File: config.mk
export PLATFORM = sky130hd
export DESIGN_NAME = mem_arbiter
export DESIGN_NICKNAME = d
export VERILOG_FILES = /design/src/rtl/mem_arbiter.sv
export SDC_FILE = /design/constraint.sdc
export NUM_CORES = 1
export LEC_CHECK = 0
export ABC_AREA = 1
export CAP_MARGIN = 5
export CORE_ASPECT_RATIO = 1.5
export CORE_MARGIN = 2
export CORE_UTILIZATION = 48
export DETAILED_ROUTE_END_ITERATION = 12
export GPL_ROUTABILITY_DRIVEN = 0
export PLACE_DENSITY_LB_ADDON = 0.12
export SETUP_SLACK_MARGIN = 0.15
export SLEW_MARGIN = 20
export SYNTH_ARGS = -nofsm -noshare
export SYNTH_HDL_FRONTEND = slang
export SYNTH_SLANG_ARGS = --single-unit
File: constraint.sdc
create_clock -name clk -period 2.8 [get_ports clk]
set_input_delay 0.7 -clock clk [delete_from_list [all_inputs] [get_ports clk]]
set_output_delay 0.7 -clock clk [all_outputs]
set_load 0.1 [all_outputs]
File: src/rtl/mem_arbiter.sv
// -----------------------------------------------------------------------------
// mem_arbiter
//
// Shares one single-port synchronous memory between a CPU and a video/display
// reader. Each access takes three cycles (IDLE grant, ACCESS strobe, RESP ack).
// Video normally has priority; a starvation counter guarantees the CPU a slot
// after VID_BURST consecutive video grants made while the CPU was waiting.
//
// Parameters
//   ADDR_W     memory word-address width
//   DATA_W     memory data width
//   VID_BURST  max consecutive video grants while the CPU waits
//
// Ports
//   clk        clock, all state changes on the rising edge
//   Reset      synchronous active-high reset
//   cpu_req    CPU request, held until cpu_ack
//   cpu_we     CPU write (1) / read (0)
//   cpu_addr   CPU address
//   cpu_wdata  CPU store data
//   cpu_ack    one-cycle CPU completion pulse
//   cpu_rdata  CPU load data, valid with cpu_ack, held between acks
//   vid_req    video read request, held until vid_ack
//   vid_addr   video read address
//   vid_ack    one-cycle video completion pulse
//   vid_rdata  video read data, valid with vid_ack, held between acks
//   mem_en     memory access strobe
//   mem_we     memory write enable
//   mem_addr   memory address
//   mem_wdata  memory write data
//   mem_rdata  memory read data, valid the cycle after mem_en
//   busy       high whenever the arbiter is not IDLE
// -----------------------------------------------------------------------------
module mem_arbiter #(
    parameter int ADDR_W    = 10,
    parameter int DATA_W    = 16,
    parameter int VID_BURST = 4
) (
    input  logic              clk,
    input  logic              Reset,
    input  logic              cpu_req,
    input  logic              cpu_we,
    input  logic [ADDR_W-1:0] cpu_addr,
    input  logic [DATA_W-1:0] cpu_wdata,
    output logic              cpu_ack,
    output logic [DATA_W-1:0] cpu_rdata,
    input  logic              vid_req,
    input  logic [ADDR_W-1:0] vid_addr,
    output logic              vid_ack,
    output logic [DATA_W-1:0] vid_rdata,
    output logic              mem_en,
    output logic              mem_we,
    output logic [ADDR_W-1:0] mem_addr,
    output logic [DATA_W-1:0] mem_wdata,
    input  logic [DATA_W-1:0] mem_rdata,
    output logic              busy
);

    typedef enum logic [1:0] {IDLE, ACCESS, RESP} state_t;
    typedef enum logic {OWN_CPU, OWN_VID} owner_t;

    localparam int CNT_W = (VID_BURST < 1) ? 1 : $clog2(VID_BURST + 1);
    localparam logic [CNT_W-1:0] BURST_MAX = CNT_W'(VID_BURST);

    state_t            state_q, state_d;
    owner_t            owner_q, owner_d;
    logic [ADDR_W-1:0] addr_q, addr_d;
    logic              we_q, we_d;
    logic [DATA_W-1:0] wdata_q, wdata_d;
    logic [CNT_W-1:0]  starve_q, starve_d;
    logic [DATA_W-1:0] cpu_rdata_q, cpu_rdata_d;
    logic [DATA_W-1:0] vid_rdata_q, vid_rdata_d;

    logic cpu_win;
    logic resp_cpu;
    logic resp_vid;

    // CPU takes the slot when video is absent, or when video has already been
    // granted VID_BURST times in a row while the CPU was waiting.
    assign cpu_win = cpu_req && (!vid_req || (starve_q == BURST_MAX));

    // NOTE: every _d is defaulted to its _q before the case, so no path leaves
    // a variable unassigned and no latch is inferred.
    always_comb begin
        state_d     = state_q;
        owner_d     = owner_q;
        addr_d      = addr_q;
        we_d        = we_q;
        wdata_d     = wdata_q;
        starve_d    = starve_q;
        cpu_rdata_d = cpu_rdata_q;
        vid_rdata_d = vid_rdata_q;

        unique case (state_q)
            IDLE: begin
                if (!cpu_req) begin
                    starve_d = '0;
                end
                if (cpu_req || vid_req) begin
                    state_d = ACCESS;
                    if (cpu_win) begin
                        owner_d  = OWN_CPU;
                        addr_d   = cpu_addr;
                        we_d     = cpu_we;
                        wdata_d  = cpu_wdata;
                        starve_d = '0;
                    end else begin
                        owner_d = OWN_VID;
                        addr_d  = vid_addr;
                        we_d    = 1'b0;
                        wdata_d = '0;
                        if (cpu_req && (starve_q != BURST_MAX)) begin
                            starve_d = starve_q + CNT_W'(1);
                        end
                    end
                end
            end
            ACCESS: begin
                state_d = RESP;
            end
            RESP: begin
                state_d = IDLE;
                // Only reads refresh the requester's data; CPU writes leave it.
                if (owner_q == OWN_CPU) begin
                    if (!we_q) begin
                        cpu_rdata_d = mem_rdata;
                    end
                end else begin
                    vid_rdata_d = mem_rdata;
                end
            end
            default: begin
                state_d = IDLE;
            end
        endcase
    end

    // NOTE: sequential state uses non-blocking assignments so every register
    // samples pre-edge values regardless of process ordering.
    always_ff @(posedge clk) begin
        if (Reset) begin
            // NOTE: the held read-data registers are reset too, because they
            // drive outputs that must read as zero straight out of reset.
            state_q     <= IDLE;
            owner_q     <= OWN_CPU;
            addr_q      <= '0;
            we_q        <= 1'b0;
            wdata_q     <= '0;
            starve_q    <= '0;
            cpu_rdata_q <= '0;
            vid_rdata_q <= '0;
        end else begin
            state_q     <= state_d;
            owner_q     <= owner_d;
            addr_q      <= addr_d;
            we_q        <= we_d;
            wdata_q     <= wdata_d;
            starve_q    <= starve_d;
            cpu_rdata_q <= cpu_rdata_d;
            vid_rdata_q <= vid_rdata_d;
        end
    end

    assign busy      = (state_q != IDLE);
    assign mem_en    = (state_q == ACCESS);
    assign mem_we    = mem_en && we_q;
    assign mem_addr  = mem_en ? addr_q  : '0;
    assign mem_wdata = mem_en ? wdata_q : '0;

    assign resp_cpu = (state_q == RESP) && (owner_q == OWN_CPU);
    assign resp_vid = (state_q == RESP) && (owner_q == OWN_VID);
    assign cpu_ack  = resp_cpu;
    assign vid_ack  = resp_vid;

    // Memory data arrives during RESP, so it is forwarded alongside the ack and
    // captured into the holding register at the end of that cycle.
    assign cpu_rdata = (resp_cpu && !we_q) ? mem_rdata : cpu_rdata_q;
    assign vid_rdata = resp_vid ? mem_rdata : vid_rdata_q;

endmodule
# Word level (Yosys, flattened, before mapping)
# Cells that the tools add are included.
dict set report classes {
  n_addsub 1
  n_eq_ne 5
  mux 14
  bitwise_logic 2
  reduce_logical 15
}
# operator n
set ops {}
lappend ops {{two-way mux 16 bit} 4}
lappend ops {{two-way mux 10 bit} 2}
lappend ops {{two-way mux 3 bit} 4}
lappend ops {{logical AND 1 bit} 6}
lappend ops {{case mux 2 bit (2 select lines)} 1}
lappend ops {{AND reduction 2 bit} 2}
lappend ops {{adder 3 x 1 -> 3 bit (second input constant)} 1}
lappend ops {{equality test 3 bit (second input constant)} 1}
lappend ops {{inequality test 3 bit (second input constant)} 1}
lappend ops {{AND reduction 3 bit} 1}
lappend ops {{equality test 2 x 1 -> 1 bit (second input constant)} 1}
lappend ops {{equality test 2 bit (second input constant)} 1}
lappend ops {{logical NOT 1 bit} 2}
lappend ops {{logical NOT 2 bit} 1}
lappend ops {{logical OR 1 bit} 2}
lappend ops {{two-way mux 1 bit} 2}
lappend ops {{two-way mux 2 bit} 1}
lappend ops {{inequality test 2 bit (second input constant)} 1}
lappend ops {{inverter 1 bit} 2}
lappend ops {{nonzero test 2 bit} 1}
dict set report word_totals {
  regBits 65
  input_bits 57
  out_inout_bits 63
  wordCells 45
}

# Depth between registers and ports, before layout
# Gate-level depths: netlist of run 1.
dict set report depth {
  depth_word 5
  mapped_depth 9
  ltp_nobuf 8
}

# Worst setup path after synthesis of run 1
# OpenSTA, ideal clock, no wires.
dict set report synth_path {
  path_type {flip-flop to output port}
  startpoint {register state_q[0]}
  endpoint {output port mem_addr[4]}
  arrival_time_ns 3.592
  required_time_ns 2.100
  slack_ns -1.492
  path_stages_with_launch 6
  path_buffers 1
  path_cell_list {dfxtp_1 inv_1 nor2_1 inv_2 clkbuf_8 nor2_1}
}
dict set report synth_between {
  elab_chain_len 2
}
# element line_no
set synth_lines {}
lappend synth_lines {{start, declared} 65} ;# state_t state_q, state_d;
lappend synth_lines {{start signal, assigned} 153} ;# state_q <= state_d;
lappend synth_lines {{equality test 2 x 1 -> 1 bit} 165} ;# assign mem_en = (state_q == ACCESS);
lappend synth_lines {{via mem_en} 51} ;# output logic mem_en,
lappend synth_lines {{two-way mux 10 bit} 167} ;# assign mem_addr = mem_en ? addr_q : '0;
lappend synth_lines {{end, declared} 53} ;# output logic [ADDR_W-1:0] mem_addr,
# The timed path passes the listed nets, and every way through them passes these cells.

# Final worst setup path of run 1
dict set report layout_path {
  startpoint {register state_q[1]}
  endpoint {output port cpu_rdata[2]}
}
dict set report layout_between {
  elab_chain_len 4
}
# element line_no
set layout_lines {}
lappend layout_lines {{equality test 2 bit} 170} ;# assign resp_cpu = (state_q == RESP) && (owner_q == OWN_CPU);
lappend layout_lines {{logical AND 1 bit} 170}
lappend layout_lines {{logical AND 1 bit} 177} ;# assign cpu_rdata = (resp_cpu && !we_q) ? mem_rdata : cpu_rdata_q;
lappend layout_lines {{two-way mux 16 bit} 177}
lappend layout_lines {{end, declared} 46} ;# output logic [DATA_W-1:0] cpu_rdata,
# Every way passes these cells.

==> results.md, run 1 <==
* Simple-gate share of the synthesized area at 0.320
* Rows at 36
* F_max at 394 MHz
* Final Setup Violations at 0
* Placed cells at 678
* Fill cells at 480
* CP startpoint kind: flop
* Vias in the first global route at 3077
* HPWL after DPL at 5870 um
* Pre-CTS setup slack at 0.357 ns
* CTS Root Cell: clkbuf_8
* Via-per-instance ratio at 4.74
* P_leak at 2.50 nW
* First-pass DRT Iterations at 4
* Adder-cell share of the synthesized area at 0.00762
* Syn_area_per_cell at 6.53 um2
* Yosys cell types at 25
* Placed Area at 4930 um2
* Syn_nets at 562
* Largest cells by area after synthesis: dfxtp_1 40%, nor2_1 18%, inv_1 12%
* Layout area overhead at 57.4%
* GRT Total Usage at 0.233
* Final nets at 674
* ANT cells at 0
* Clk_lat worst skew at 0.34 ns
* Slack of the worst reg-to-reg path at 1.03 ns
* Post-synthesis register bit count at 65
* Ports at 120
* Die footprint at 7530 um2
* Compound-Gate Fraction of Synth Area at 0.0922
* Fin area at 5170 um2
* Total Wirelength at 8460 um
* Starting density of the core at 0.499
* Peak supply drop at 0.341 mV
* Largest family of logic cells by synthesized area: simple AND/OR/NAND/NOR gates
* Routed via count at 3296
* Wire per inst at 12.2 um
* Finished Layout Cells at 695
* CP max FO at 16
* Initial antenna violation count at 0
* CTS H-Tree Depth at 3
* Worst Hold Class: reg -> reg
* Hold Fails Final Rpt at 0
* Post-CTS Hold Buffers at 0
* Syn. warnings at 0
* Multiplexer area fraction after synthesis at 0
* Layout cell share with drive strength beyond 1 at 0.242
* CTS Sinks at 65
* Worst-margin pin slew at 0.711 ns
* Die Y at 105 um
* Seq/Total Area, Yosys at 0.396
* Synth top area share at 0.396
* Initial DRC count at 150
* Setup Skew at 0.0107 ns
* Tcrit/Tclk final at 0.906
* Most frequent cells in the layout: 133 x nor2_1, 108 x inv_1, 63 x dfxtp_1
* CTS buffer count at 9
* Post-synthesis cell area at 3280 um2
* Pin count of the biggest net entering global routing at 37
* ANT nets after route at 0
* Required time of the critical path at 2.10 ns
* Die Wd at 71.5 um
* Setup Crit Path Kind: reg -> out
* DRC viols at 0
* MaxCap Viol Count at 0
* First-pass GRT wire length at 14200 um
* Total Neg Setup Slack at 0 ns
* Global route total overflow at 0
* Critical path endpoint category: output port
* Minimum clock period at 2.54 ns
* Post-synth top area cell: dfxtp_1
* Port Buf Inserts at 119
* Status: finished clean
* Post-layout util at 0.786
* Core region area at 6580 um2
* CTS clk-pin slew, worst paths at 0.06 ns
* Fin worst setup slack at 0.262 ns
* WHS at 0.494 ns
* Power Total at 2.71 mW
* Xor/xnor share of the synthesized area at 0
* Gate Count Post-Synth at 503
* Max-slew headroom at 0.526
* Most common cell after layout, fill and taps aside: nor2_1
* Pwr dens at 524 nW/um2
* CTS max path bufs at 2
* CTS tree: built
* Crit path DAT at 1.84 ns
* Fin. max-slew vios at 0
* RSZ-0062 raised after global routing: no
synth_stat cells:
| library cell | n |
|---|---|
| o21ai_0 | 14 |
| buf_4 | 1 |
| o21ai_2 | 16 |
| nor2_1 | 161 |
| nand3_1 | 28 |
| inv_2 | 3 |
| nor2_4 | 2 |
| a21oi_1 | 4 |
| clkbuf_8 | 2 |
| nand2_1 | 47 |
| buf_1 | 1 |
| o21bai_1 | 1 |
| ha_1 | 2 |
| nand3_4 | 1 |
| dfxtp_1 | 65 |
| o21ai_1 | 13 |
| nor2_2 | 2 |
| clkbuf_1 | 7 |
| nand2_2 | 8 |
| inv_4 | 1 |
| nor3_1 | 1 |
| buf_6 | 8 |
| buf_2 | 5 |
| nand2_4 | 2 |
| inv_1 | 108 |
worst max-delay path, cell delays in order (launching register included):
cell	delay, ns
dfxtp_2	0.39
inv_2	0.08
nor2_4	0.21
nand3_4	0.27
nand2_1	0.18
o21ai_2	0.08
inv_1	0.10
buf_12	0.18
per-layer routing:
| layer | global-route usage | share of wire | up-vias |
|---|---|---|---|
| met2 | 0.399 | 0.54 | 92 |
| met1 | 0.288 | 0.40 | 1497 |
| met4 | 0.0849 | 0.018 | 0 |
| met3 | 0.0392 | 0.047 | 16 |
| li1 | - | - | 1691 |
| met5 | 0 | 0 | - |
power breakdown:
group	internal, mW	leakage (nW)	switching (mW)
clock network	0.452	0.102	0.342
registers	0.973	0.530	0.0233
logic	0.312	1.87	0.603
repair_timing:
item	CTS	global route
resized for setup	1	4
setup buffers	0	1
endpoints found under the hold margin	0	0
gates cloned	1	0
endpoints found under the setup margin	16	29
pin swaps	0	1
sequential cells by signal, indices dropped and copies added, names as in the netlist:
signal / count
wdata_q: 16
starve_q: 3
owner_q: 1
cpu_rdata_q: 16
addr_q: 10
we_q: 1
state_q: 2
vid_rdata_q: 16
final timing paths:
path / start / to / depth (start not counted)
hold reg to reg: starve_q[1] / starve_q[1] / 2
hold / removal: starve_q[1] / starve_q[1] / 2
setup / recovery: state_q[1] / cpu_rdata[2] / 7
setup reg to reg: starve_q[0] / wdata_q[6] / 9
area by class of cell:
| cell class | count | area (um2) | share of cell area |
|---|---|---|---|
| well taps | 76 | 95.1 | 0.0184 |
| multi-input cells | 303 | 1500 | 0.289 |
| clock buffers | 12 | 155 | 0.0300 |
| clock inverters | 3 | 40.0 | 0.00775 |
| inverters | 112 | 425 | 0.0823 |
| repair buffers | 124 | 1650 | 0.320 |
| flip-flops and latches | 65 | 1300 | 0.252 |
kinds of logic after synthesis:
family / after synthesis
compound gates: 48
fa+ha+maj: 2
buf+inv: 136
flops: 65
simple gates: 252
(Power assumes the default switching activity.)
==> run 2, diff against run 1 <==
CORE_ASPECT_RATIO = not set   (was 1.5)
CORE_UTILIZATION = 30   (was 48)
==> run 2 against run 1 <==
Wire length is 2.8% higher. Via count is 1.6% lower. Sequential power hardly changed. Clock power is 3.6% higher. Design area is 6.2% higher. Critical path type unchanged.
==> results.md, run 2 (synthesized netlist as in run 1, its figures left out) <==
* Status: finished clean
* Peak supply drop at 0.240 mV (-30%)
* CTS tree: built
* Initial antenna violation count at 0 (unchanged)
* Layout area overhead at 67.1%
* Total Wirelength at 8690 um (+2.8%)
* Required time of the critical path at 2.10 ns (about the same)
* Hold Fails Final Rpt at 0 (unchanged)
* Die Wd at 109 um (+52%)
* MaxCap Viol Count at 0 (unchanged)
* Max-slew headroom at 0.662 (+0.136)
* Worst setup path startpoint: state_q[1]
* Routed via count at 3244 (-1.6%)
* CTS Sinks at 65 (unchanged)
* Final Setup Violations at 0 (unchanged)
* CP startpoint kind: flop
* Most common cell after layout, fill and taps aside: nor2_1
* Most frequent cells in the layout: 133 x nor2_1, 108 x inv_1, 63 x dfxtp_1
* GRT Total Usage at 0.155 (-0.0773)
* CTS H-Tree Depth at 3 (unchanged)
* Layout cell share with drive strength beyond 1 at 0.252 (+0.00967)
* Initial DRC count at 144 (-4.0%)
* Reg2Reg Launch Point: starve_q[0]
* Setup Skew at 0.0140 ns (+0.00331 ns)
* Worst-margin pin slew at 0.506 ns (-0.205 ns)
* Port Buf Inserts at 119 (unchanged)
* Core region area at 10700 um2 (+63%)
* Via-per-instance ratio at 4.23 (-11%)
* Final nets at 681 (+1.0%)
* CTS max path bufs at 2 (unchanged)
* Post-layout util at 0.511 (-0.275)
* Tcrit/Tclk final at 0.906 (about the same)
* RSZ-0062 raised after global routing: no
* Die Y at 109 um (+3.2%)
* F_max at 394 MHz (about the same)
* Fin. max-slew vios at 0 (unchanged)
* CTS clk-pin slew, worst paths at 0.07 ns (about the same)
* Wire per inst at 11.3 um (-6.9%)
* Starting density of the core at 0.306 (-0.194)
* Pwr dens at 502 nW/um2 (-4.2%)
* CTS buffer count at 9 (unchanged)
* Global route total overflow at 0 (unchanged)
* CP max FO at 6 (-10)
* WHS at 0.490 ns (-0.00408 ns)
* First-pass DRT Iterations at 6 (+2)
* HPWL after DPL at 6160 um (+4.9%)
* ANT nets after route at 0 (unchanged)
* Die footprint at 11800 um2 (+57%)
* Crit path DAT at 1.84 ns (about the same)
* Critical path endpoint category: output port
* Clk_lat worst skew at 0.34 ns (about the same)
* Setup Crit Path Kind: reg -> out
* P_leak at 2.57 nW (+3.0%)
* Biggest regs: cpu_rdata_q (16), vid_rdata_q (16), wdata_q (16)
* Rows at 38 (+5.6%)
* CTS Root Cell: clkbuf_8
* ANT cells at 0 (unchanged)
* Minimum clock period at 2.54 ns (-0.00197 ns)
* Startpoint of the worst hold path: starve_q[1]
* First-pass GRT wire length at 14300 um (+0.92%)
* Vias in the first global route at 3112 (+1.1%)
* Worst Hold Class: reg -> reg
* DRC viols at 0 (unchanged)
* Ports at 120 (unchanged)
* Pin count of the biggest net entering global routing at 37 (unchanged)
run 2: changes by cell type in the layout (fill, tap and decap cells not counted):
| cell | change |
|---|---|
| o21ai_0 | -1 |
| clkinv_2 | -1 |
| clkinvlp_4 | +1 |
| o21ai_1 | +1 |
| clkinv_4 | +1 |
| buf_12 | +14 |
| buf_4 | -7 |
run 2: worst paths after layout:
path                                       to  slack, ns  cells past startpoint
worst min register to register    starve_q[1]       0.49                      2
worst max register to register     wdata_q[6]       1.12                      9
worst max-delay path            cpu_rdata[12]       0.26                      9
worst min-delay path              starve_q[1]       0.49                      2
run 2: timing repair:
item,CTS,global route
gates cloned,1,0
setup endpoints to repair,16,32
pin swaps,0,3
hold buffers,0,0
setup buffers,0,6
resized for setup,1,5
run 2: cell type report:
cell class,count,area [um2]
sequential,65,1300
tap,140,175
inverter,112,425
multi-input combinational,303,1500
clock inverter,4,51.3
clock buffer,12,155
timing repair buffer,131,1880
fill,1085,5260
run 2: metal layers:
layer,GRT usage,vias up,routed length [um]
met3,0.0383,7,489
met1,0.182,1452,3770
met2,0.269,77,4310
li1,-,1708,-
met5,0,-,0
met4,0.0659,0,114
run 2: power breakdown:
part | internal [mW] | switching, mW | total (mW)
Sequential | 0.972 | 0.0220 | 0.994
Clock | 0.460 | 0.363 | 0.824
Combinational | 0.329 | 0.606 | 0.935
Total | 1.76 | 0.991 | 2.75
run 2: worst max-delay path, cell delays in order, from the launching register on:
cell and delay (ns):
dfxtp_2 0.40, inv_2 0.08, nor2_4 0.19, buf_4 0.16
nand3_4 0.09, buf_4 0.19, nand2_1 0.07, o21ai_2 0.06
inv_1 0.09, buf_12 0.18
run 2: through the flow:
stage	setup WS (ns)	power, mW	instances	instance area (um2)	TNS, ns
3_5_place_dp	0.375	1.94	744	5200	0
6_report	0.264	2.75	767	5490	0
2_1_floorplan	-0.0770	1.62	503	3380	-1.38
5_1_grt	0.168	2.89	767	5490	0
3_3_place_gp	0.443	1.93	744	5200	0
4_1_cts	0.113	2.78	761	5420	0
==> run 3, diff against run 2 <==
CORE_UTILIZATION = 45   (was 30)
SKIP_CTS_REPAIR_TIMING = 1   (was not set)
clock period = 2.7 ns   (was 2.8 ns; I/O delays follow)
==> run 3 against run 2 <==
Sequential cell count is the same. Total power shrank 1.2%. Clock power shrank 13%. Register-to-register slack lost 0.17 ns. Clock skew shrank 0.0054 ns. First-iteration DRC count grew 8.3%. Combinational power grew 4.1%. Critical path type unchanged. Critical endpoint is now cpu_rdata[3]. Via count grew 2.1%. Final cell count shrank 5.6%. Core utilization grew 24 points.
==> results.md, run 3 (synthesized netlist as in run 1, its figures left out) <==
* Routed via count at 3311 (+2.1%)
* Final Setup Violations at 0 (unchanged)
* Hold EP: starve_q[1]
* CTS clk-pin slew, worst paths at 0.07 ns (about the same)
* Layout area overhead at 64.5%
* ANT cells at 0 (unchanged)
* Crit path max-delay cell type: dfxtp_2
* Status: finished clean
* Peak supply drop at 0.302 mV (+26%)
* CTS max path bufs at 2 (unchanged)
* Minimum clock period at 2.48 ns
* Worst-margin pin slew at 0.510 ns (+0.00420 ns)
* Hold Fails Final Rpt at 0 (unchanged)
* CTS tree: built
* Placed cells at 702 (-5.6%)
* Die Y at 89.4 um (-18%)
* CP max FO at 8 (+2)
* Reg2Reg Launch Point: starve_q[0]
* Hold path cells at 2 (unchanged)
* Clock power frac at 0.262 (-0.037)
* Seq pwr share at 0.380 (+0.019)
* First-pass DRT Iterations at 5 (-1)
* Final nets at 679 (-0.29%)
* Die footprint at 8000 um2 (-32%)
* F_max at 403 MHz
* Via-per-instance ratio at 4.57 (+8.1%)
* MaxCap Viol Count at 0 (unchanged)
* Die Wd at 89.4 um (-18%)
* Wire per inst at 11.9 um (+5.4%)
* Sw frac at 0.373 (+0.0132)
* Logic pwr share at 0.358 (+0.018)
* Required time of the critical path at 2.03 ns (-0.07 ns)
* Max-slew headroom at 0.659 (-0.00281)
* Clk_lat worst skew at 0.33 ns (about the same)
* CTS Root Cell: clkbuf_8
* ANT nets after route at 0 (unchanged)
* Largest stage delay on the critical path at 0.39 ns (about the same)
* Critical path endpoint category: output port
* WHS at 0.491 ns (+0.000528 ns)
* Tcrit/Tclk final at 0.919
* DRC viols at 0 (unchanged)
* Port Buf Inserts at 119 (unchanged)
* Layout cell share with drive strength beyond 1 at 0.250 (-0.00239)
* Pwr dens at 504 nW/um2 (+0.40%)
* Biggest regs: cpu_rdata_q (16), vid_rdata_q (16), wdata_q (16)
* Initial antenna violation count at 0 (unchanged)
* CP startpoint kind: flop
* Global route total overflow at 0 (unchanged)
* GRT Total Usage at 0.210 (+0.0547)
* CTS buffer count at 9 (unchanged)
* Slack of the worst reg-to-reg path at 0.95 ns (-0.17 ns)
* Vias in the first global route at 3029 (-2.7%)
* Initial DRC count at 156 (+8.3%)
* Int Pwr at 1.70 mW (-3.2%)
* Rows at 31 (-18%)
* Placed Area at 5140 um2 (-1.1%)
* Most frequent cells in the layout: 133 x nor2_1, 107 x inv_1, 62 x dfxtp_1
* P_leak at 2.53 nW (-1.5%)
* CP cell instances: inv_2, nor2_4, buf_6, nand3_4, o21ai_2, inv_1, buf_12
* Setup Skew at 0.00857 ns (-0.00545 ns)
* Most common cell after layout, fill and taps aside: nor2_1
* CTS H-Tree Depth at 3 (unchanged)
* Worst Hold Class: reg -> reg
* First-pass GRT wire length at 13100 um (-8.2%)
* HPWL after DPL at 5880 um (-4.5%)
* RSZ-0062 raised after global routing: no
* Core region area at 7180 um2 (-33%)
* CTS Sinks at 65 (unchanged)
* Finished Layout Cells at 724 (-5.6%)
* Fin. max-slew vios at 0 (unchanged)
* Ports at 120 (unchanged)
* Total Wirelength at 8650 um (-0.48%)
* Worst reg2reg path depth at 9 (unchanged)
* Setup Crit Path Kind: reg -> out
* Net Switching at 1.02 mW (+2.4%)
* Starting density of the core at 0.458 (+0.152)
* RR Endpoint: wdata_q[14]
* Crit path DAT at 1.81 ns (-0.03 ns)
* Fin area at 5400 um2 (-1.6%)
* Startpoint of the worst hold path: starve_q[1]
* Pin count of the biggest net entering global routing at 37 (unchanged)
-- run 3: how the worst max path moves through the flow --
| stage | from | endpoint | slack, ns | depth (start not counted) |
|---|---|---|---|---|
| global placement | mem_rdata[13] | vid_rdata[13] | 0.39 | 4 |
| CTS | state_q[1] | cpu_rdata[10] | -0.007 | 6 |
| finish | state_q[1] | cpu_rdata[3] | 0.22 | 7 |
| floorplan | state_q[0] | mem_wdata[10] | -0.13 | 5 |
| detailed placement | state_q[1] | cpu_rdata[10] | 0.34 | 6 |
| global route | state_q[1] | cpu_rdata[12] | 0.13 | 7 |
-- run 3: layout make-up --
class / instances / area (um2)
clock buffers: 13 / 149
clock inverters: 3 / 17.5
fillers: 535 / 1780
inverters: 112 / 429
multi-input cells: 305 / 1530
flip-flops and latches: 65 / 1310
well taps: 99 / 124
repair buffers: 127 / 1840
-- run 3: power by group through the flow --
stage	logic [mW]	registers, mW	clock network [mW]
after CTS	0.956	1.03	0.728
after floorplan	0.634	1.05	0
after global placement	0.940	1.05	0
after detailed placement	0.953	1.05	0
final	0.973	1.03	0.713
after global routing	1.03	1.04	0.783
-- run 3: critical path: cells and delay by family (launching register included) --
kind	cells	cell delay, ns
DFF	1	0.39
AOI/OAI and AO/OA	1	0.21
buffers and inverters	4	0.51
and+or+nand+nor	2	0.37
-- run 3: routing by layer --
metal,track usage,up-vias,share of wire
li1,-,1709,-
met5,0,-,0
met4,0.0841,0,0.014
met1,0.243,1481,0.42
met2,0.372,108,0.50
met3,0.0499,13,0.062
-- run 3: through the flow --
| step | utilization | power, mW | setup TNS, ns | setup WS, ns |
|---|---|---|---|---|
| 6_report | 0.753 | 2.72 | 0 | 0.219 |
| 3_5_place_dp | 0.716 | 2.01 | 0 | 0.344 |
| 3_3_place_gp | 0.716 | 1.99 | 0 | 0.387 |
| 2_1_floorplan | - | 1.68 | -2.29 | -0.128 |
| 4_1_cts | 0.739 | 2.71 | -0.00770 | -0.00681 |
| 5_1_grt | 0.753 | 2.85 | 0 | 0.127 |
